[src/rtl/fir_pkg.sv]
// Shared definitions for the FIR front end (tap window) and the MAC stage.
// Both blocks take their default sizes from here so they always elaborate
// from a single source.
//   DEFAULT_DATA_WIDTH : signed sample width in bits
//   DEFAULT_NUM_REGS   : number of taps in the delay line
//   DEFAULT_Q_FORMAT   : fractional bits of the coefficient format (MAC side)
package fir_pkg;

  localparam int DEFAULT_DATA_WIDTH = 16;
  localparam int DEFAULT_NUM_REGS   = 8;
  localparam int DEFAULT_Q_FORMAT   = 15;

  typedef logic signed [DEFAULT_DATA_WIDTH-1:0] sample_t;

  typedef enum logic [1:0] {
    EMPTY   = 2'd0,
    FILLING = 2'd1,
    FULL    = 2'd2
  } tap_state_t;

endpackage

[src/rtl/fir_tap_shift.sv]
// Enable-plus-clear shift register with parallel output.
//   clk   : system clock, rising edge
//   rstN  : asynchronous active-low reset, clears every tap
//   en    : shift din into tap 0 and move every tap one place older
//   clr   : synchronous clear of every tap, wins over en
//   din   : sample entering the line
//   taps  : parallel tap view, element 0 is the newest sample
module fir_tap_shift
  import fir_pkg::*;
#(
  parameter int DATA_WIDTH = DEFAULT_DATA_WIDTH,
  parameter int NUM_REGS   = DEFAULT_NUM_REGS
) (
  input  logic                                 clk,
  input  logic                                 rstN,
  input  logic                                 en,
  input  logic                                 clr,
  input  logic signed [DATA_WIDTH-1:0]         din,
  output logic [NUM_REGS-1:0][DATA_WIDTH-1:0]  taps
);

  logic [NUM_REGS-1:0][DATA_WIDTH-1:0] taps_p0;

  // stage p0: tap delay line
  always_ff @(posedge clk or negedge rstN) begin
    if (!rstN) begin
      taps_p0 <= '0;
    end else if (clr) begin
      taps_p0 <= '0;
    end else if (en) begin
      taps_p0[0] <= din;
      for (int i = 1; i < NUM_REGS; i++) begin
        taps_p0[i] <= taps_p0[i-1];
      end
    end
  end

  assign taps = taps_p0;

endmodule

[src/rtl/fir_tap_window.sv]
// Front end for the FIR multiply-accumulate stage. Samples arrive on a
// valid/ready handshake, are shifted into a NUM_REGS-deep tap line, and the
// whole window is presented in parallel to the MAC on a second valid/ready
// handshake. A single output slot with ready pass-through gives one sample
// per clock when downstream keeps up and freezes the taps when it stalls.
//   clk         : system clock, rising edge
//   rstN        : asynchronous active-low reset
//   sampleIn    : signed sensor sample
//   sampleValid : sampleIn is valid
//   sampleReady : sample is taken this cycle when sampleValid is also high
//   flush       : synchronous clear of taps, fill count and pending window
//   pDataOut    : tap window, element 0 is the newest sample
//   windowValid : pDataOut holds a window not yet consumed
//   windowReady : downstream takes the window this cycle
//   fillCount   : samples held, saturating at NUM_REGS
module fir_tap_window
  import fir_pkg::*;
#(
  parameter int DATA_WIDTH = DEFAULT_DATA_WIDTH,
  parameter int NUM_REGS   = DEFAULT_NUM_REGS,
  parameter bit ZERO_PRIME = 1'b0
) (
  input  logic                                 clk,
  input  logic                                 rstN,
  input  logic signed [DATA_WIDTH-1:0]         sampleIn,
  input  logic                                 sampleValid,
  output logic                                 sampleReady,
  input  logic                                 flush,
  output logic [NUM_REGS-1:0][DATA_WIDTH-1:0]  pDataOut,
  output logic                                 windowValid,
  input  logic                                 windowReady,
  output logic [$clog2(NUM_REGS+1)-1:0]        fillCount
);

  localparam int CNT_W = $clog2(NUM_REGS+1);
  localparam logic [CNT_W-1:0] CNT_MAX = CNT_W'(NUM_REGS);

  if (NUM_REGS < 2) begin : g_bad_num_regs
    $error("fir_tap_window: NUM_REGS must be at least 2");
  end

  tap_state_t       state_p0, state_nxt;
  logic [CNT_W-1:0] cnt_p0, cnt_nxt, cnt_inc;
  logic             vld_p0, vld_nxt;
  logic             accept;

  // Single output slot: a new sample may enter whenever the slot is empty
  // or is being drained in this same cycle.
  assign sampleReady = ~flush & (~vld_p0 | windowReady);
  assign accept      = sampleValid & sampleReady;

  assign cnt_inc = (cnt_p0 == CNT_MAX) ? cnt_p0 : cnt_p0 + 1'b1;

  always_comb begin
    state_nxt = state_p0;
    cnt_nxt   = cnt_p0;
    vld_nxt   = vld_p0;
    if (flush) begin
      state_nxt = EMPTY;
      cnt_nxt   = '0;
      vld_nxt   = 1'b0;
    end else if (accept) begin
      cnt_nxt   = cnt_inc;
      state_nxt = (cnt_inc == CNT_MAX) ? FULL : FILLING;
      // With zero priming the line counts as preloaded, so every sample
      // issues a window; otherwise only a full line does.
      vld_nxt   = ZERO_PRIME ? 1'b1 : (cnt_inc == CNT_MAX);
    end else if (vld_p0 && windowReady) begin
      vld_nxt   = 1'b0;
    end
  end

  // stage p0: control registers
  always_ff @(posedge clk or negedge rstN) begin
    if (!rstN) begin
      state_p0 <= EMPTY;
      cnt_p0   <= '0;
      vld_p0   <= 1'b0;
    end else begin
      state_p0 <= state_nxt;
      cnt_p0   <= cnt_nxt;
      vld_p0   <= vld_nxt;
    end
  end

  fir_tap_shift #(
    .DATA_WIDTH(DATA_WIDTH),
    .NUM_REGS  (NUM_REGS)
  ) u_shift (
    .clk (clk),
    .rstN(rstN),
    .en  (accept),
    .clr (flush),
    .din (sampleIn),
    .taps(pDataOut)
  );

  assign windowValid = vld_p0;
  assign fillCount   = cnt_p0;

endmodule

[config.mk]
export PLATFORM = sky130hd
export DESIGN_NAME = fir_tap_window
export DESIGN_NICKNAME = d
export VERILOG_FILES = /design/src/rtl/fir_pkg.sv /design/src/rtl/fir_tap_shift.sv /design/src/rtl/fir_tap_window.sv
export SDC_FILE = /design/constraint.sdc
export NUM_CORES = 1
export LEC_CHECK = 0
export CAP_MARGIN = 0
export CORE_MARGIN = 1
export CORE_UTILIZATION = 43
export DETAILED_ROUTE_END_ITERATION = 8
export GPL_TIMING_DRIVEN = 0
export PLACE_DENSITY_LB_ADDON = 0.08
export SLEW_MARGIN = 40
export SYNTH_ARGS = -nofsm -noshare
export SYNTH_HDL_FRONTEND = slang
export SYNTH_SLANG_ARGS = --single-unit
export TNS_END_PERCENT = 5
[constraint.sdc]
create_clock -name clk -period 1.5 [get_ports clk]
set_clock_uncertainty 0.1 [all_clocks]
set_input_delay 0.3 -clock clk [delete_from_list [all_inputs] [get_ports clk]]
set_output_delay 0.3 -clock clk [all_outputs]
set_load 0.03 [all_outputs]
Word level (Yosys, flattened, before mapping)
Cells that the tools add are included.
- register bits after elaboration: 133
- input bits: 21
- output and inout port bits: 134
- logic and storage cells: 29
- add/subtract/negate cells: 1
- equal/unequal tests: 2
- muxes and demuxes: 8
- bitwise logic cells: 5
- reductions and logical operators: 3
- operators by type and width (cell ; count):
    128-bit two-way mux ; 2
    4-bit two-way mux ; 3
    4-bit == test, second input constant ; 2
    4-bit by 1-bit adder with 4-bit output, second input constant ; 1
    1-bit two-way mux ; 3
    3-bit nonzero test ; 1
    1-bit bitwise AND ; 2
    1-bit inverter ; 2
    2-bit nonzero test ; 1
    1-bit logical AND ; 1
    1-bit OR ; 1

Depth between registers and ports, before layout
Gate-level depths: netlist of the first run.
- depth in word-level cells: 6
- depth in mapped cells: 7
- depth with buffers taken out: 6

By module
Synthesis of the first run repeated with hierarchy kept, for this count alone.
- cells, all modules: 451
- area, all modules: 5634.2 µm²
- by module, submodules not included (module ; instances ; cells an instance ; area each (µm²) ; seq. area each (µm²)):
    fir_tap_shift ; 1 ; 412 ; 5292.6 ; 3203.1
    fir_tap_window ; 1 ; 39 ; 341.6 ; 125.1

Worst setup path after synthesis of the first run
OpenSTA, ideal clock, no wires.
- kind: reg2reg
- start point: register cnt_p0[0], in the netlist fillCount[0]
- end point: register vld_p0, in the netlist windowValid
- setup time: 0.101 ns
- data arrival time: 1.445 ns
- required time: 1.299 ns
- setup slack: -0.146 ns
- cell stages (with the launch flop): 6
- path buffers: 0
- period minus slack after synthesis: 1.646 ns
- cell sequence: dfrtp_1 -> inv_1 -> ha_1 -> nor3b_1 -> o21ai_0 -> o32ai_1
- longest elaborated chain between the ends: 5
- elaborated cells on any way between the ends: 6
- classes of those cells: 1 x add/sub; 2 x eq/ne; 3 x mux
- RTL lines (what ; RTL line ; RTL):
    from (decl) ; fir_tap_window.sv:43 ; logic [CNT_W-1:0] cnt_p0, cnt_nxt, cnt_inc;
    from (signal assigned) ; fir_tap_window.sv:81 ; cnt_p0 <= cnt_nxt;
    4-bit by 1-bit adder with 4-bit output or 4-bit == test (tied branches) ; fir_tap_window.sv:52 ; assign cnt_inc = (cnt_p0 == CNT_MAX) ? cnt_p0 : cnt_p0 + 1'b1;
    4-bit two-way mux * ; fir_tap_window.sv:52 ;
    4-bit == test * ; fir_tap_window.sv:67 ; vld_nxt = ZERO_PRIME ? 1'b1 : (cnt_inc == CNT_MAX);
    1-bit two-way mux * ; fir_tap_window.sv:62 ; end else if (accept) begin
    1-bit two-way mux * ; fir_tap_window.sv:58 ; if (flush) begin
    to (signal assigned) ; fir_tap_window.sv:82 ; vld_p0 <= vld_nxt;
    to (decl) ; fir_tap_window.sv:44 ; logic vld_p0, vld_nxt;
Every way passes the cells marked *; elsewhere a longest branch is shown, timed or not.
A chain may end at the register's enable or synchronous reset.

Worst setup path in the final report of the first run
- start point: register vld_p0, in the netlist windowValid
- end point: output sampleReady
- longest elaborated chain between the ends: 3
- RTL lines (what ; RTL line ; RTL):
    1-bit inverter ; fir_tap_window.sv:49 ; assign sampleReady = ~flush & (~vld_p0 | windowReady);
    1-bit OR ; fir_tap_window.sv:49 ;
    1-bit bitwise AND ; fir_tap_window.sv:49 ;
    to (decl) ; fir_tap_window.sv:27 ; output logic sampleReady,
No other way between the ends.

==> results of run 1 <==
[cell usage after synthesis]
master	number
nand3_1	1
and2_1	1
and3_1	2
nor2_1	3
o21ai_0	2
clkbuf_1	15
nand2b_4	1
o32ai_1	1
a21oi_1	131
nor2b_1	1
or3_1	1
nand2_1	260
nand4b_1	1
buf_4	1
xor2_1	1
mux2i_1	1
ha_1	2
a31oi_1	2
dfrtp_1	133
nor3b_1	1
inv_1	3
buf_2	17
buf_6	11
o31ai_1	1
[metal layers]
metal	vias up	part of all wire	global-route usage	wire length (um)
met5	-	0	0	0
met4	0	0.017	0.100	268
met3	19	0.051	0.0572	800
met2	151	0.52	0.432	8090
met1	2396	0.41	0.299	6420
li1	2290	-	-	-
[flip-flops by register name (all words and copies together) (netlist names)]
signal / cells
windowValid: 1
u_shift.taps: 128
fillCount: 4
[worst max-delay path, cell delays in order, from the launching register on]
cell      delay (ns)
dfrtp_2         0.42
nand2b_4        0.09
nor2b_4         0.14
buf_6           0.13
[logic make-up (layout without fill, tap and decap cells)]
| kind of cell | after synthesis | after routing |
|---|---|---|
| simple gates | 272 | 272 |
| compound gates | 137 | 137 |
| flops | 133 | 133 |
| buf+inv | 47 | 241 |
| fa+ha+maj | 2 | 2 |
| xor+xnor | 1 | 1 |
| mux | 1 | 1 |
[final cells by class]
cell class | instances | area share
Clock inverter | 9 | 0.0125
Timing Repair Buffer | 162 | 0.206
Tap cell | 168 | 0.0263
Sequential cell | 133 | 0.417
Buffer | 44 | 0.0410
Clock buffer | 23 | 0.0610
Inverter | 3 | 0.00141
Multi-Input combinational cell | 413 | 0.235
[what timing repair did]
action / in CTS / in global routing
cloned: 0 / 1
hold buffers: 1 / 0
endpoints found under the setup margin: 240 / 244
endpoints found under the hold margin: 57 / 0
resized for setup: 435 / 77
setup buffers: 1 / 5
pin swaps: 0 / 3
[power by group]
group	total, W	internal, W	switching, W
clock	0.00411	0.00261	0.00150
sequential	0.00369	0.00364	0.0000493
combinational	0.000704	0.000249	0.000455
total	0.00850	0.00650	0.00200
[stage by stage]
stage	cell area [um2]	utilization
finish	8000	0.660
global route	8000	0.660
CTS	7910	0.653
detailed placement	7180	0.593
global placement	7150	0.590
floorplan	5410	-
[worst max path at each step]
stage,end,slack (ns),depth (start not counted)
2_1_floorplan,windowValid$_DFFE_PN0P_,-0.008,5
6_report,sampleReady,-0.09,3
3_3_place_gp,fillCount[0]$_DFFE_PN0P_,-5.60,1
3_5_place_dp,sampleReady,-0.65,4
5_1_grt,sampleReady,-0.13,3
4_1_cts,sampleReady,-0.11,3
==> impl_metrics.json, run 1 <==
{
  "end_kind": "output pin",
  "drt-initial-drc-count": 280,
  "finalSetupViolations": 59,
  "ys_types": 24,
  "gp_congestion": 0.803,
  "multi_input_area_um2": 1880,
  "seq_area_frac_synth": 0.616,
  "insertedDiodeCount": 0,
  "rr_endpoint": "windowValid$_DFFE_PN0P_",
  "drtPass1Iterations": 5,
  "dieArea_um2": 13000,
  "r2r-start": "fillCount[0]$_DFFE_PN0P_",
  "num_rows": 40,
  "synthMuxAreaShare": 0.00185,
  "setup_ws_ns": -0.0904,
  "synth_top_family_by_area": "simple AND/OR/NAND/NOR gates",
  "crit_required_ns": 1.10,
  "synthTopCellsByArea": "dfrtp_1 62%, nand2_1 18%, a21oi_1 12%",
  "p_leak_nw": 3.39,
  "p_total_w": 0.00850,
  "first_global_vias": 4920,
  "slew_viol_final": 0,
  "dpl.hpwl_um": 11100,
  "cap_violations": 0,
  "dp_slack_ns": -0.651,
  "htreeDepth": 4,
  "synth_area_um2": 5400,
  "violations": "negative setup slack",
  "synth_xor_area_frac": 0.00162,
  "viasPerCell": 5.08,
  "numPortBuffers": 153,
  "tns_ns": -0.811,
  "yosysWarnings": 0,
  "period_needed_ns": 1.59,
  "final_layout_size_suffix_gt1_frac": 0.290,
  "floorplan.initialDensity": 0.446,
  "coreArea_um2": 12100,
  "cts.path.max_buffers": 2,
  "dieHeight_um": 114,
  "worstHoldPathCells": 4,
  "fp.dieW_um": 114,
  "n_fill_cell": 1038,
  "r2r_setup_slack_ns": -0.03,
  "mostFrequentLayoutCells": "259 x nand2_1, 128 x dfrtp_1, 119 x a21oi_1",
  "grt_pass1_wl_um": 24600,
  "grt_use_total": 0.249,
  "clock_latency_ns": 0.41,
  "p_per_area_nw_per_um2": 1060,
  "ir_worst_vdd_v": 0.000664,
  "r2r.worst_path.cells": 6,
  "worstSetupStartpoint": "windowValid$_DFFE_PN0P_",
  "gr-total-overflow": 0,
  "final_nets": 797,
  "synth_compound_area_frac": 0.129,
  "cp_max_fo": 4,
  "yosys.area_share.adder": 0.00463,
  "instances_no_fill": 955,
  "synth_cells": 593,
  "ant_nets": 0,
  "clockRootBuffer": "clkbuf_16",
  "max_freq_mhz": 629,
  "clkSinkCount": 133,
  "hold_viol_final": 0,
  "antenna_found_initial": 0,
  "min_to": "windowValid$_DFFE_PN0P_",
  "synth.avg_cell_area_um2": 9.11,
  "crit_arrival_ns": 1.19,
  "synth_top_area_share": 0.616,
  "worstSetupPathType": "reg2out",
  "worst_pin_slew_ns": 0.584,
  "syn-num-nets": 616,
  "hold_start": "flush",
  "wire_per_inst_um": 16.3,
  "grt_max_degree": 77,
  "hp-class": "in2reg",
  "cts_buffers": 17,
  "yosys_register_bits": 133,
  "yosys.area.top_type": "dfrtp_1",
  "path_clk_slew_ns": 0.05,
  "ioPinCount": 155,
  "status": "complete, but fails checks",
  "num_vias": 4856,
  "area_growth_pct": 48.0,
  "yosys.area_share.simple": 0.195,
  "crit_path_start_kind": "register",
  "wirelength_um": 15600,
  "cts_tree": "yes",
  "final_common_cell": "nand2_1",
  "whs_ns": 0.282,
  "placed_cells": 915,
  "drc": 0,
  "final.period_utilization": 1.06,
  "regArea_um2": 3330,
  "max_slew_margin": 0.611,
  "rsz0062_at_grt": "true"
}
Note: power is estimated with default switching activity, not from simulation.
==> run 2: changes to the inputs <==
CORE_MARGIN = 2   (was 1)
==> run 2 against run 1 <==
The flow still finishes with violations (negative setup slack). Fmax down 0.36%. Clock power down 5.1%. Via count down 0.41%.
==> impl_metrics.json, run 2 (synthesis gave the netlist of run 1 again) <==
{
  "status": "complete, but fails checks",
  "violations": "negative setup slack",
  "final_nets": 793,
  "switching_power_w": 0.00193,
  "cts.path.max_buffers": 2,
  "drt-initial-drc-count": 288,
  "antenna_found_initial": 0,
  "insertedDiodeCount": 0,
  "max_freq_mhz": 627,
  "ir_worst_vdd_v": 0.000704,
  "tns_ns": -1.05,
  "drtPass1Iterations": 4,
  "grt_use_total": 0.247,
  "n_fill_cell": 1051,
  "numPortBuffers": 153,
  "wire_per_inst_um": 16.7,
  "num_rows": 40,
  "instances_no_fill": 949,
  "design_area_um2": 7890,
  "power_frac_comb": 0.083,
  "internal_power_w": 0.00635,
  "fp.dieW_um": 116,
  "drc": 0,
  "cts_tree": "yes",
  "slew_viol_final": 0,
  "cap_violations": 0,
  "crit_path_start_kind": "register",
  "p_leak_nw": 3.37,
  "gp_congestion": 0.811,
  "p_clk_frac": 0.471,
  "swShare": 0.233,
  "gr-total-overflow": 0,
  "whs_ns": 0.247,
  "worst_pin_slew_ns": 0.587,
  "final_common_cell": "nand2_1",
  "htreeDepth": 4,
  "grt_pass1_wl_um": 25300,
  "final_layout_size_suffix_gt1_frac": 0.283,
  "floorplan.initialDensity": 0.444,
  "grt_max_degree": 52,
  "finalSetupViolations": 66,
  "cts_buffers": 17,
  "hp-class": "in2async",
  "clock_latency_ns": 0.42,
  "mostFrequentLayoutCells": "259 x nand2_1, 128 x dfrtp_1, 117 x a21oi_1",
  "placed_cells": 916,
  "num_vias": 4836,
  "area_growth_pct": 46.0,
  "clockRootBuffer": "clkbuf_16",
  "final.period_utilization": 1.06,
  "ioPinCount": 155,
  "coreArea_um2": 12200,
  "dieHeight_um": 116,
  "dpl.hpwl_um": 11500,
  "wirelength_um": 15800,
  "first_global_vias": 4982,
  "r2r.worst_path.cells": 5,
  "worstSetupPathType": "reg2out",
  "multi_input_area_um2": 1860,
  "ant_nets": 0,
  "cp_max_fo": 4,
  "largest_register_ffs": 128,
  "placed_area_um2": 7210,
  "pwr-share-seq": 0.446,
  "cp-endpoint": "sampleReady",
  "rr_endpoint": "windowValid$_DFFE_PN0P_",
  "r2r-start": "fillCount[0]$_DFFE_PN0P_",
  "rsz0062_at_grt": "true",
  "p_per_area_nw_per_um2": 1050,
  "crit_required_ns": 1.10,
  "worstSetupStartpoint": "windowValid$_DFFE_PN0P_",
  "hold_viol_final": 0,
  "period_needed_ns": 1.60,
  "setup_ws_ns": -0.0961,
  "end_kind": "output pin",
  "regArea_um2": 3330,
  "dieArea_um2": 13500,
  "max_slew_margin": 0.608,
  "clkSinkCount": 133,
  "r2r_setup_slack_ns": 0,
  "fin_util": 0.649,
  "viasPerCell": 5.10,
  "crit_arrival_ns": 1.20,
  "path_clk_slew_ns": 0.05
}
[run 2: changes by cell type in the layout (fill, tap and decap cells not counted), sizes merged]
cell           before  now
clkdlybuf4s15     105   99
buf                54   57
clkinv              5    3
clkinvlp            2    0
bufinv              2    1
clkbuf             51   52
dlygate4sd2         0    1
[run 2: metrics by stage]
step / worst slack [ns] / total power (W)
after global placement: -5.60 / 0.00441
final: -0.0961 / 0.00829
after global routing: -0.130 / 0.00859
after floorplan: -0.00780 / 0.00409
after detailed placement: -0.630 / 0.00443
after CTS: -0.144 / 0.00832
[run 2: timing repair]
action / 4_1_cts / 5_1_grt
endpoints found under the hold margin: 84 / 0
setup endpoints to repair: 220 / 254
buffers inserted: 1 / 0
hold buffers: 1 / 0
pin swaps: 0 / 1
resized for setup: 428 / 88
gates cloned: 0 / 1
[run 2: routing by layer]
metal  vias to the layer above  share of wire  track usage
met1                      2380           0.42        0.311
met3                        26          0.052       0.0555
li1                       2275              -            -
met2                       155           0.50        0.420
met4                         0          0.019       0.0929
met5                         -              0            0
[run 2: cell type report]
cell class                      instances  area share
Clock buffer                           26      0.0645
Multi-Input combinational cell        413       0.236
Buffer                                 44      0.0411
Tap cell                              168      0.0266
Timing Repair Buffer                  158       0.202
Inverter                                3     0.00143
Sequential cell                       133       0.423
Clock inverter                          4     0.00571
[run 2: critical path, cell delays in order (launching register included)]
cell and delay, ns:
dfrtp_2 0.42, nand2b_4 0.09, nor2b_4 0.14, buf_6 0.13
[run 2: power by group through the flow]
stage | sequential, W | clock (W) | combinational [W]
finish | 0.00369 | 0.00390 | 0.000691
floorplan | 0.00384 | 0 | 0.000244
detailed placement | 0.00375 | 0 | 0.000679
global placement | 0.00376 | 0 | 0.000649
CTS | 0.00369 | 0.00395 | 0.000671
global route | 0.00370 | 0.00414 | 0.000752
[run 2: worst min path at each step]
| stage | start | endpoint | slack [ns] |
|---|---|---|---|
| floorplan | rstN | fillCount[0]$_DFFE_PN0P_ | -0.1 |
| global placement | u_shift.taps[115]$_DFFE_PN0P_ | u_shift.taps[115]$_DFFE_PN0P_ | 0.41 |
| detailed placement | rstN | windowValid$_DFFE_PN0P_ | 0.09 |
| CTS | flush | windowValid$_DFFE_PN0P_ | 0.24 |
| global route | rstN | windowValid$_DFFE_PN0P_ | 0.28 |
| finish | rstN | windowValid$_DFFE_PN0P_ | 0.25 |
==> run 3: changes to the inputs <==
TNS_END_PERCENT = default   (was 5)
==> run 3 against run 2 <==
The run still ends with negative setup slack left. Fmax fell by 0.24%. Wire length shrank 0.71%. Count of clock-buffer cells in the layout is the same. Die area is the same. Worst setup slack worse by 0.0038 ns. Non-clock buffer count up 4. Critical path depth unchanged. Register-to-register slack about the same. Critical path type unchanged. Highest routed layer unchanged.
==> impl_metrics.json, run 3 (synthesis gave the netlist of run 1 again) <==
{
  "numPortBuffers": 153,
  "wirelength_um": 15700,
  "p_leak_nw": 3.54,
  "cap_violations": 0,
  "antenna_found_initial": 0,
  "p_per_area_nw_per_um2": 1130,
  "gp_congestion": 0.811,
  "fp.dieW_um": 116,
  "cts.path.max_buffers": 2,
  "wire_per_inst_um": 16.5,
  "clockRootBuffer": "clkbuf_16",
  "num_rows": 40,
  "fin_util": 0.604,
  "max_freq_mhz": 625,
  "status": "complete, but fails checks",
  "hold_viol_final": 0,
  "floorplan.initialDensity": 0.444,
  "insertedDiodeCount": 0,
  "drc": 0,
  "grt_max_degree": 52,
  "drt-initial-drc-count": 276,
  "cp_max_fo": 4,
  "n_fill_cell": 1135,
  "crit_required_ns": 1.10,
  "setup_ws_ns": -0.0999,
  "grt_pass1_wl_um": 25000,
  "cts_buffers": 17,
  "gr-total-overflow": 0,
  "crit_arrival_ns": 1.20,
  "crit_path_start_kind": "register",
  "ioPinCount": 155,
  "largest_register_ffs": 128,
  "rsz0062_at_grt": "true",
  "final_common_cell": "nand2_1",
  "period_needed_ns": 1.60,
  "instances_no_fill": 953,
  "max_slew_margin": 0.633,
  "area_growth_pct": 35.8,
  "worstSetupPathType": "reg2out",
  "htreeDepth": 4,
  "tns_ns": -0.194,
  "mostFrequentLayoutCells": "259 x nand2_1, 129 x buf_2, 127 x dfrtp_1",
  "slew_viol_final": 0,
  "cts_tree": "yes",
  "violations": "negative setup slack",
  "placed_cells": 916,
  "dpl.hpwl_um": 11500,
  "finalSetupViolations": 2,
  "path_clk_slew_ns": 0.05,
  "final_nets": 797,
  "ant_nets": 0,
  "first_global_vias": 4923,
  "dieArea_um2": 13500,
  "end_kind": "output pin",
  "clkSinkCount": 133,
  "grt_use_total": 0.245,
  "viasPerCell": 5.10,
  "worst_pin_slew_ns": 0.551,
  "coreArea_um2": 12200,
  "hp-class": "in2async",
  "final.period_utilization": 1.07,
  "final_layout_size_suffix_gt1_frac": 0.285,
  "drtPass1Iterations": 4,
  "num_vias": 4864,
  "ir_worst_vdd_v": 0.000683,
  "clock_latency_ns": 0.41,
  "dieHeight_um": 116
}
-- run 3: metrics by stage --
step | setup WS [ns] | area, um2 | total power (W) | hold WS (ns)
floorplan | -0.00780 | 5410 | 0.00409 | -0.0956
global placement | -5.60 | 7150 | 0.00441 | 0.410
detailed placement | -0.630 | 7210 | 0.00443 | 0.0943
CTS | -0.144 | 7240 | 0.00829 | 0.239
global route | -0.134 | 7340 | 0.00858 | 0.277
finish | -0.0999 | 7340 | 0.00826 | 0.249
-- run 3: critical path, stage by stage, from the launching register on --
cell and delay (ns):
dfrtp_2 0.42, nand2b_4 0.10, nor2b_4 0.14, buf_6 0.13
-- run 3: final timing paths --
check                                              start                       endpoint  slack (ns)  depth (start not counted)
max                              windowValid$_DFFE_PN0P_                    sampleReady        -0.1                          3
min                                                 rstN        windowValid$_DFFE_PN0P_        0.25                          2
max reg2reg                     fillCount[0]$_DFFE_PN0P_        windowValid$_DFFE_PN0P_        0.01                          5
min reg2reg                u_shift.taps[125]$_DFFE_PN0P_  u_shift.taps[125]$_DFFE_PN0P_        0.42                          2
max in group asynchronous                           rstN  u_shift.taps[103]$_DFFE_PN0P_        0.22                          4
min in group clk                                   flush        windowValid$_DFFE_PN0P_        0.27                          4
-- run 3: report_power, final --
| group | internal (W) | leakage [nW] | switching, W |
|---|---|---|---|
| Sequential | 0.00364 | 1.83 | 0.0000481 |
| Clock | 0.00247 | 0.276 | 0.00143 |
| Combinational | 0.000225 | 1.44 | 0.000453 |
-- run 3: area by class of cell --
type | instances | area, um2 | area share
timing repair buffer | 162 | 1040 | 0.142
tap | 168 | 210 | 0.0286
clock buffer | 26 | 509 | 0.0694
buffer | 44 | 324 | 0.0441
inverter | 3 | 11.3 | 0.00153
multi-input combinational | 413 | 1860 | 0.254
clock inverter | 4 | 45.0 | 0.00614
sequential | 133 | 3340 | 0.454
-- run 3: timing repair --
action	in CTS	in global routing
endpoints found under the hold margin	84	0
hold buffers	1	0
buffers inserted	3	2
endpoints found under the setup margin	220	146
resized for setup	639	62
gates cloned	0	1
pin swaps	0	0
-- run 3: metal layers --
metal | up-vias | GRT usage | part of all wire
met5 | - | 0 | 0
li1 | 2288 | - | -
met3 | 28 | 0.0566 | 0.064
met2 | 167 | 0.416 | 0.50
met1 | 2381 | 0.307 | 0.41
met4 | 0 | 0.0913 | 0.020
